File: src/rtl/fetch_unit.sv
// Instruction fetch stage: owns the PC, fetches words from imem over req/ack, hands them to decode over valid/ready.
// Latency: imem_req one cycle after reset release; instr_valid the cycle after ack; next request the cycle after a transfer.
// Backpressure: holds instr/instr_pc stable and stops fetching while decode is not ready; imem_req/addr stay fixed until ack.
//
// Ports:
//   clk, rst                        clock, asynchronous active-high reset
//   branch, branch_en, jump, target redirect request from branch decoder / execute
//   imem_req, imem_addr             fetch request towards instruction memory
//   imem_ack, imem_rdata            fetch completion and returned word
//   instr_valid, instr_ready        handshake towards decode
//   instr, instr_pc                 fetched word and its address
//   misalign_trap                   one-cycle pulse on a misaligned redirect target
//
// Optional feature: define FETCH_MISALIGN_TRAP_EN to trap (and halt) on redirects
// whose target[1:0] != 0. Without it the low target bits are forced to 00.

module fetch_unit #(
  parameter logic [31:0] RESET_PC = 32'h0000_0000
) (
  input  logic        clk,
  input  logic        rst,
  input  logic        branch,
  input  logic        branch_en,
  input  logic        jump,
  input  logic [31:0] target,
  output logic        imem_req,
  output logic [31:0] imem_addr,
  input  logic        imem_ack,
  input  logic [31:0] imem_rdata,
  output logic        instr_valid,
  input  logic        instr_ready,
  output logic [31:0] instr,
  output logic [31:0] instr_pc,
  output logic        misalign_trap
);

  localparam logic [31:0] NOP = 32'h0000_0013;

`ifdef FETCH_MISALIGN_TRAP_EN
  typedef enum logic [2:0] {
    S_START,
    S_FETCH,
    S_HOLD,
    S_DROP,
    S_HALT
  } state_t;
`else
  typedef enum logic [1:0] {
    S_START,
    S_FETCH,
    S_HOLD,
    S_DROP
  } state_t;
`endif

  state_t      state_q;
  logic [31:0] pc_q;
  logic [31:0] saved_tgt_q;   // redirect target remembered while a wrong-path fetch drains
  logic [31:0] instr_q;
  logic [31:0] instr_pc_q;
  logic        imem_req_q;
  logic [31:0] imem_addr_q;
  logic        instr_valid_q;
  logic        trap_q;

  logic        redirect;
  logic [31:0] tgt_eff;
  logic [31:0] pc_inc_d;
  logic [31:0] drop_tgt_d;    // target to resume from when the draining fetch completes
  logic        tgt_mis;
  logic        drop_mis;

  assign redirect   = (branch_en & branch) | jump;
  assign pc_inc_d   = pc_q + 32'd4;   // wraps modulo 2^32 by construction

`ifdef FETCH_MISALIGN_TRAP_EN
  assign tgt_eff    = target;
  assign tgt_mis    = target[1:0] != 2'b00;
`else
  logic unused_tgt_low;
  assign unused_tgt_low = ^target[1:0];
  assign tgt_eff    = {target[31:2], 2'b00};
  assign tgt_mis    = 1'b0;
`endif

  // The latest redirect wins, including one arriving in the same cycle as the ack.
  assign drop_tgt_d = redirect ? tgt_eff : saved_tgt_q;
  assign drop_mis   = drop_tgt_d[1:0] != 2'b00;

  always_ff @(posedge clk or posedge rst) begin
    if (rst) begin
      state_q       <= S_START;
      pc_q          <= RESET_PC;
      saved_tgt_q   <= RESET_PC;
      instr_q       <= NOP;
      instr_pc_q    <= RESET_PC;
      imem_req_q    <= 1'b0;
      imem_addr_q   <= RESET_PC;
      instr_valid_q <= 1'b0;
      trap_q        <= 1'b0;
    end else begin
      trap_q <= 1'b0;
      case (state_q)
        S_START: begin
          state_q     <= S_FETCH;
          imem_req_q  <= 1'b1;
          imem_addr_q <= pc_q;
        end

        S_FETCH: begin
          if (redirect && imem_ack) begin
            // Returned word is wrong-path; refetch from the target right away.
            if (tgt_mis) begin
`ifdef FETCH_MISALIGN_TRAP_EN
              pc_q       <= tgt_eff;
              instr_pc_q <= tgt_eff;
              imem_req_q <= 1'b0;
              trap_q     <= 1'b1;
              state_q    <= S_HALT;
`endif
            end else begin
              pc_q        <= tgt_eff;
              imem_addr_q <= tgt_eff;
            end
          end else if (redirect) begin
            // Request must stay stable until ack, so drain it in DROP.
            saved_tgt_q <= tgt_eff;
            state_q     <= S_DROP;
          end else if (imem_ack) begin
            instr_q       <= imem_rdata;
            instr_pc_q    <= pc_q;
            pc_q          <= pc_inc_d;
            imem_req_q    <= 1'b0;
            instr_valid_q <= 1'b1;
            state_q       <= S_HOLD;
          end
        end

        S_HOLD: begin
          if (redirect) begin
            // A same-cycle transfer still completes; decode squashes it itself.
            instr_valid_q <= 1'b0;
            if (tgt_mis) begin
`ifdef FETCH_MISALIGN_TRAP_EN
              pc_q       <= tgt_eff;
              instr_pc_q <= tgt_eff;
              trap_q     <= 1'b1;
              state_q    <= S_HALT;
`endif
            end else begin
              pc_q        <= tgt_eff;
              imem_addr_q <= tgt_eff;
              imem_req_q  <= 1'b1;
              state_q     <= S_FETCH;
            end
          end else if (instr_ready) begin
            instr_valid_q <= 1'b0;
            imem_addr_q   <= pc_q;
            imem_req_q    <= 1'b1;
            state_q       <= S_FETCH;
          end
        end

        S_DROP: begin
          if (redirect) begin
            saved_tgt_q <= tgt_eff;
          end
          if (imem_ack) begin
            if (drop_mis) begin
`ifdef FETCH_MISALIGN_TRAP_EN
              pc_q       <= drop_tgt_d;
              instr_pc_q <= drop_tgt_d;
              imem_req_q <= 1'b0;
              trap_q     <= 1'b1;
              state_q    <= S_HALT;
`endif
            end else begin
              pc_q        <= drop_tgt_d;
              imem_addr_q <= drop_tgt_d;
              state_q     <= S_FETCH;
            end
          end
        end

`ifdef FETCH_MISALIGN_TRAP_EN
        S_HALT: begin
          // Only rst leaves this state.
          imem_req_q    <= 1'b0;
          instr_valid_q <= 1'b0;
        end
`endif

        default: begin
          state_q       <= S_START;
          imem_req_q    <= 1'b0;
          instr_valid_q <= 1'b0;
        end
      endcase
    end
  end

  assign imem_req      = imem_req_q;
  assign imem_addr     = imem_addr_q;
  assign instr_valid   = instr_valid_q;
  assign instr         = instr_q;
  assign instr_pc      = instr_pc_q;
`ifdef FETCH_MISALIGN_TRAP_EN
  assign misalign_trap = trap_q;
`else
  logic unused_trap;
  assign unused_trap   = trap_q;
  assign misalign_trap = 1'b0;
`endif

endmodule

File: config.mk
export PLATFORM = sky130hd
export DESIGN_NAME = fetch_unit
export DESIGN_NICKNAME = d
export VERILOG_FILES = /design/src/rtl/fetch_unit.sv
export SDC_FILE = /design/constraint.sdc
export NUM_CORES = 1
export LEC_CHECK = 0
export CAP_MARGIN = 20
export CORE_MARGIN = 3
export CORE_UTILIZATION = 30
export DETAILED_ROUTE_END_ITERATION = 8
export PLACE_DENSITY = 0.63
export SYNTH_ARGS = -nofsm -noshare
export SYNTH_HDL_FRONTEND = slang
export SYNTH_SLANG_ARGS = --single-unit
File: constraint.sdc
create_clock -name clk -period 9.5 [get_ports clk]
set_input_delay 0.95 -clock clk [delete_from_list [all_inputs] [get_ports clk]]
set_output_delay 0.95 -clock clk [all_outputs]
set_load 0.01 [all_outputs]
## Word-level counts from Yosys, hierarchy flattened

Cells that the tools add are included.

- Add/sub/neg operators: 1
- Multiplexer cells: 34
- Bitwise gates (word level): 4
- Equal/unequal tests: 14
- Reductions and logical operators: 14

Operators with widths:

| kind | number |
|---|---|
| 32-bit 2-to-1 mux | 11 |
| 32-bit case mux with 4 select lines | 1 |
| 32-bit case mux with 3 select lines | 1 |
| 32-bit case mux with 2 select lines | 1 |
| 32-bit by 3-bit adder with 32-bit output (second input constant) | 1 |
| 5-bit AND reduction | 3 |
| 2-bit 2-to-1 mux | 7 |
| 2-bit != test (second input constant) | 7 |
| 3-bit != test (second input constant) | 4 |
| 1-bit 2-to-1 mux | 10 |
| 2-bit case mux with 4 select lines | 1 |
| 4-bit AND reduction | 2 |
| 6-bit AND reduction | 1 |
| 2-bit nonzero test | 3 |
| 3-bit nonzero test | 2 |
| 2-bit equality test (second input constant) | 2 |
| 1-bit case mux with 3 select lines | 1 |
| 2-bit by 1-bit equality test with 1-bit output (second input constant) | 1 |
| 2-bit logical NOT | 1 |
| 1-bit NOT | 2 |
| 1-bit case mux with 2 select lines | 1 |
| 2-bit AND reduction | 1 |
| 1-bit AND | 1 |
| 1-bit logical AND | 1 |
| 1-bit bitwise OR | 1 |

- Word-level logic and storage cells: 75
- Register bits: 164
- Output and inout port bits: 99
- Input bits: 71

## Depth between registers and ports, before layout

Gate-level depths: netlist of run 1.

- Word-level depth: 7
- Mapped depth: 7
- Mapped depth without buffers: 6

## Least setup slack after synthesis of run 1

No wires, ideal clock.

- Kind: input-to-reg
- From: in branch_en
- To: reg instr_q[2] (netlist: instr[2])
- Data arrival time: 2.277 ns
- Buffers on the path: 2
- Data required time: 9.375 ns
- Setup slack: 7.098 ns
- Stages on the path: 5
- Setup time: 0.125 ns
- Cell sequence: a21o_1 > nor3_1 > clkbuf_1 > buf_2 > mux2_2

- Word-level cells in the longest chain between the ends: 5
- Elaborated cells between the ends (all ways): 6
- Those cells by class: 4 x bitwise; 2 x reduce/logical

Ends and longest elaborated chain:

| element | line | text |
|---|---|---|
| start, declared | 23 | `input logic branch_en,` |
| 1-bit AND (*) | 73 | `assign redirect = (branch_en & branch) \| jump;` |
| 1-bit bitwise OR (*) | 73 |  |
| 1-bit logical AND | 111 | `if (redirect && imem_ack) begin` |
| 1-bit NOT (no line) | - |  |
| 4-bit AND reduction (no line) (*) | - |  |
| end signal, assigned | 130 | `instr_q <= imem_rdata;` |
| end, declared | 59 | `logic [31:0] instr_q;` |

Every way passes the cells marked *; elsewhere a longest branch is shown, timed or not.
A chain may end at the register's enable or synchronous reset.

## Final worst setup path of run 1

- From: in imem_ack
- To: reg instr_pc_q[28] (netlist: instr_pc[28])

- Word-level cells in the longest chain between the ends: 3

Ends and longest elaborated chain:

| element | line | text |
|---|---|---|
| start, declared | 28 | `input logic imem_ack,` |
| 1-bit logical AND | 111 |  |
| 1-bit NOT (no line) | - |  |
| 4-bit AND reduction (no line) (*) | - |  |
| end signal, assigned | 131 | `instr_pc_q <= pc_q;` |
| end, declared | 60 | `logic [31:0] instr_pc_q;` |

Marks and branches as above.

==> results of run 1 <==
==> worst max-delay path, stage by stage <==
cell and delay, ns:
clkdlybuf4s50_1 0.89, nand2_1 0.24, nor3_2 0.70, buf_4 0.72, mux2_2 0.41
==> report_power, final <==
part	switching, W	total, W	internal, W
registers	0.000167	0.00106	0.000896
clock network	0.000314	0.000709	0.000395
logic	0.000348	0.000810	0.000461
==> layout make-up <==
| type | count | area (µm²) | area share |
|---|---|---|---|
| multi-input cells | 526 | 3755 | 0.3516 |
| clock buffers | 21 | 480.5 | 0.04499 |
| clock inverters | 11 | 115.1 | 0.01078 |
| well taps | 335 | 419.2 | 0.03925 |
| flip-flops and latches | 164 | 4109 | 0.3848 |
| diodes | 1 | 2.502 | 0.0002343 |
| repair buffers | 180 | 1767 | 0.1654 |
| inverters | 7 | 31.28 | 0.002929 |
==> metrics by stage <==
stage               area (µm²)  power (W)
global route             10680   0.002720
CTS                      10680   0.002606
floorplan                 8159   0.001450
detailed placement       10080   0.001892
finish                   10680   0.002581
global placement         10080   0.001877
==> flip-flops by register name, indices dropped and copies added, names as in the netlist <==
register and count:
imem_addr 32, instr_pc 32, instr 32, state_q 2, imem_req 1, pc_q 32
instr_valid 1, saved_tgt_q 32
==> worst paths after layout <==
check	startpoint	end	slack, ns	depth (start not counted)
max in group asynchronous	rst	saved_tgt_q[29]	6.98	3
worst min register to register	imem_addr[14]	imem_addr[14]	0.48	1
min in group asynchronous	rst	imem_addr[13]	1.10	2
worst min-delay path	imem_addr[14]	imem_addr[14]	0.48	1
worst max register to register	state_q[1]	instr_pc[28]	6.59	4
worst max-delay path	imem_ack	instr_pc[28]	5.81	5
==> layer usage <==
layer / global-route usage / share of wire / vias to the layer above
met3: 0.04321 / 0.061 / 36
met1: 0.2270 / 0.43 / 3523
li1: - / - / 3179
met4: 0.04304 / 0.012 / 2
met2: 0.2819 / 0.49 / 267
met5: 0 / 0.00051 / -
==> cells in the mapped netlist, drive strengths merged, types with 2 or more instances <==
library cell	count	area, µm²
a21o	28	210.2
xnor2	3	26.28
o211ai	6	50.05
nor4	14	100.1
a31oi	8	50.05
a21oi	31	158.9
a22oi	5	37.54
a221o	2	21.27
nor3	12	60.06
o22ai	58	362.9
o22a	4	35.03
or4	4	30.03
a211o	5	43.79
nor2	22	82.58
a221oi	6	52.55
dfstp	3	78.83
a32o	2	20.02
or3	5	31.28
a211oi	30	225.2
and3	5	31.28
o21bai	2	15.01
a222oi	4	40.04
buf	23	115.1
a31o	3	26.28
nand4	11	83.83
nand2	52	197.7
and2	6	37.54
o221ai	2	17.52
mux2	103	1160
o2bb2ai	6	52.55
inv	7	26.28
o21ai	47	235.2
clkbuf	46	172.7
dfrtp	161	4029
nand3	27	135.1
==> cells by family after synthesis <==
logic type	after synthesis	synth area share
fa+ha+maj	1	0.001533
buf+inv	76	0.03849
flops	164	0.5035
xor+xnor	4	0.004295
mux	103	0.1422
other cells	1	0.0004596
compound gates	255	0.2093
simple gates	162	0.1003
==> impl_metrics.toml, run 1 <==
[cts]
clockBufferDepth = 2
post_cts_buffers = 0
cts-htree-levels = 4
cts_tree = "yes"
cts_num_sinks = 164
cts_buffers = 17
ctsResizeCount = 0
insertion_delay_ns = 0.43
clk_pin_slew_worst_paths_ns = 0.07
hold_buffers = 0
cts-root-buf = "clkbuf_16"

[sta]
setup_tns_ns = 0
finClkSkew_ns = 0.01830
slew_viol_final = 0
fmax_mhz = 271.0
slew_headroom = 0.2702
rsz0062_at_grt = "no"
final.period_utilization = 0.3885
hold_viol = 0
setup_ws_ns = 5.810
tightest_slew_ns = 1.095
holdWs_ns = 0.4753
finalSetupViolations = 0
min_period_ns = 3.690

[finish]
utilization = 0.4041
mostFrequentLayoutCells = "clkdlybuf4s50_1 (166), dfrtp_1 (160), mux2_2 (103), o22ai_1 (58), nand2_1 (51)"
areaGrowthSynthToFinish_pct = 30.88
drive_above_1_share = 0.1837
fin_cells = 1245
final_common_cell = "clkdlybuf4s50_1"
fillers = 2612
layout.nets = 968

[outcome]
status = "finished clean"

[drt]
drtAntennaViolNets = 0
drc_errors = 0
vias = 7007
avgRoutedWirePerCell_um = 20.32
drt_first_pass_iters = 5
vias_per_cell = 5.628
drt-initial-drc-count = 723
finalWirelength_um = 25300

[critical_path]
crit_type = "input pin to register"
crit_fanout = 56
end_kind = "register"
worstPathRequired_ns = 9.82
critPathLaunchType = "input pin"
cp.arrival_ns = 4.01

[yosys]
mappedNetlistNets = 838
synth_seq_area_share = 0.5035
async_flop_share = 1.000
synth_edf_count = 0
synthFlopType = "dfrtp_1"
ys_ff_latch = 164
synth_area_per_cell_um2 = 10.65
syn-cell-area_mm2 = 0.008159
synth-warning-count = 0
syn-instance-count = 766
synth_cell_types = 56

[die]
die_w_um = 170.9
boundaryPins = 170
core_area_mm2 = 0.02643
rows = 59
dieHeight_um = 170.9
floorplan.initialDensity = 0.3087
die_area_mm2 = 0.02921

[power]
ir_drop_mv = 0.09715
p_leak_nw = 4.271
power_density_mw_per_mm2 = 241.7

[place]
place_inst = 1212
globalplace.congestion = 0.8175
post-place-ws_ns = 5.322
port_buffers = 166
dpl.hpwl_um = 16040

[global_routing]
grt_pass1_vias = 6715
antenna_found_initial = 2
grt_overflow = 0
track_usage = 0.1713
grt_start_max_net_pins = 97
grt_pass1_wl_um = 39250

[flow_run]
max-cap-violations = 0

[min_path]
hold_class = "register to register"
(Power assumes the default switching activity.)
==> run 2: changes to the inputs <==
==> constraint.sdc (replaced) <==
create_clock -name clk -period 3.8 [get_ports clk]
set_input_delay 0.38 -clock clk [delete_from_list [all_inputs] [get_ports clk]]
set_output_delay 0.38 -clock clk [all_outputs]
set_load 0.01 [all_outputs]
==> run 2 against run 1 <==
Effect of this change:
- critical path depth up 1
- non-clock buffer count grew 18
- utilization increased by 0.49 points
- sequential share of layout area fell by 0.46 points
- via count is essentially flat
- critical endpoint is now pc_q[30]
- first-iteration DRC count fell by 8.0%
- setup slack got worse by 4.5 ns
- hold slack lost 0.24 ns
- sequential cell count unchanged
- global-route usage is 0.34 points higher
- sequential power rose to 2.5 times the previous value
==> impl_metrics.toml, run 2 (same netlist as run 1, synthesis figures left out) <==
[critical_path]
end_kind = "register"
cp-startpoint = "pc_q[3]"
reg2reg_slack_ns = 1.28
critPathLaunchType = "register"
crit_type = "register to register"
crit_end = "pc_q[30]"
crit_fanout = 7
r2r-start = "pc_q[3]"
worstPathRequired_ns = 4.10
worst-r2r-cell-count = 6
timing.rr.end = "pc_q[30]"
cp.arrival_ns = 2.82

[sta]
hold_viol = 0
tightest_slew_ns = 0.9129
final.period_utilization = 0.6623
finClkSkew_ns = 0.01364
min_period_ns = 2.517
slew_viol_final = 0
setup_tns_ns = 0
finalSetupViolations = 0
fmax_mhz = 397.3
slew_headroom = 0.3858
rsz0062_at_grt = "no"

[finish]
fillers = 2571
fin_cells = 1262
final_common_cell = "clkdlybuf4s50_1"
layout.nets = 986
utilization = 0.4090
diodes = 0
drive_above_1_share = 0.1963
mostFrequentLayoutCells = "clkdlybuf4s50_1 (166), dfrtp_1 (160), mux2_2 (103), o22ai_1 (58), nand2_1 (51)"
areaGrowthSynthToFinish_pct = 32.46

[drt]
vias_per_cell = 5.549
drtAntennaViolNets = 0
finalWirelength_um = 25600
drt_first_pass_iters = 5
drc_errors = 0
drt-initial-drc-count = 665
vias = 7003
avgRoutedWirePerCell_um = 20.28

[min_path]
hold_class = "input pin to asynchronous set/reset pin"

[cts]
clockBufferDepth = 2
cts_tree = "yes"
ctsResizeCount = 0
post_cts_buffers = 0
cts_buffers = 17
insertion_delay_ns = 0.43
cts_num_sinks = 164
cts-htree-levels = 4
hold_buffers = 0
clk_pin_slew_worst_paths_ns = 0.07
cts-root-buf = "clkbuf_16"

[outcome]
status = "finished clean"

[power]
p_sw_w = 0.002049
power_density_mw_per_mm2 = 593.2
sw_frac_of_total = 0.3195
intPower_w = 0.004363
pwr-share-seq = 0.417
ir_drop_mv = 0.2887
p_leak_nw = 4.348
comb_power_share = 0.319
p_clk_frac = 0.263

[global_routing]
antenna_found_initial = 1
grt_start_max_net_pins = 95
grt_overflow = 0
track_usage = 0.1747
grt_pass1_wl_um = 40220
grt_pass1_vias = 7086

[die]
core_area_mm2 = 0.02643
floorplan.initialDensity = 0.3087
dieHeight_um = 170.9
rows = 59
boundaryPins = 170
die_w_um = 170.9
die_area_mm2 = 0.02921

[place]
place_inst = 1230
port_buffers = 166
dpl.hpwl_um = 17150
globalplace.congestion = 0.8501

[flow_run]
max-cap-violations = 0
-- run 2: changes by cell type in the layout (fill, tap and decap cells not counted), moves of 2 or more --
cell and delta:
buf_12 +3, clkbuf_8 -2, clkinv_2 +2, clkbuf_1 +3
inv_6 -3, buf_4 +15
-- run 2: how the worst min path moves through the flow --
stage,cells after the start,startpoint,endpoint
after floorplan,1,pc_q[0],pc_q[0]
after global placement,1,imem_addr[3],imem_addr[3]
after detailed placement,2,imem_addr[24],imem_addr[24]
after CTS,2,rst,instr[26]
after global routing,2,rst,instr[28]
final,2,rst,instr[27]
-- run 2: cell type report --
class	instances	area (µm²)	area share
clock buffer	22	464.2	0.04295
clock inverter	10	98.84	0.009146
timing repair buffer	198	1939	0.1794
sequential	164	4109	0.3802
inverter	7	30.03	0.002778
tap	335	419.2	0.03878
multi-input combinational	526	3747	0.3467
-- run 2: worst max-delay path, stage by stage (launching register included) --
cell and delay (ns):
dfrtp_1 0.55, ha_1 0.32, inv_1 0.13, or4_1 0.73, nor4_2 0.39, o21ai_0 0.12, o2bb2ai_1 0.15
-- run 2: routing by layer --
| layer | vias up | share of wire | global-route usage |
|---|---|---|---|
| met2 | 263 | 0.48 | 0.2902 |
| met4 | 2 | 0.021 | 0.05388 |
| met3 | 42 | 0.066 | 0.03789 |
| met5 | - | 0.00051 | 0 |
| met1 | 3483 | 0.43 | 0.2290 |
| li1 | 3213 | - | - |
-- run 2: stage by stage --
stage,total power (W),instance area [µm²],hold WS [ns],setup slack [ns]
finish,0.006412,10810,0.2334,1.283
global route,0.006773,10810,0.2575,1.149
CTS,0.006490,10810,0.2316,1.289
detailed placement,0.004775,10240,0.4625,0.9900
global placement,0.004731,10240,0.4614,1.025
floorplan,0.003624,8163,0.4713,1.338
-- run 2: power groups by stage --
stage / clock, W / sequential (W) / combinational [W]
after floorplan: 0 / 0.00271 / 0.000911
after detailed placement: 0 / 0.00271 / 0.00207
after global placement: 0 / 0.00268 / 0.00205
after CTS: 0.00173 / 0.00268 / 0.00208
final: 0.00169 / 0.00268 / 0.00205
after global routing: 0.00180 / 0.00275 / 0.00222
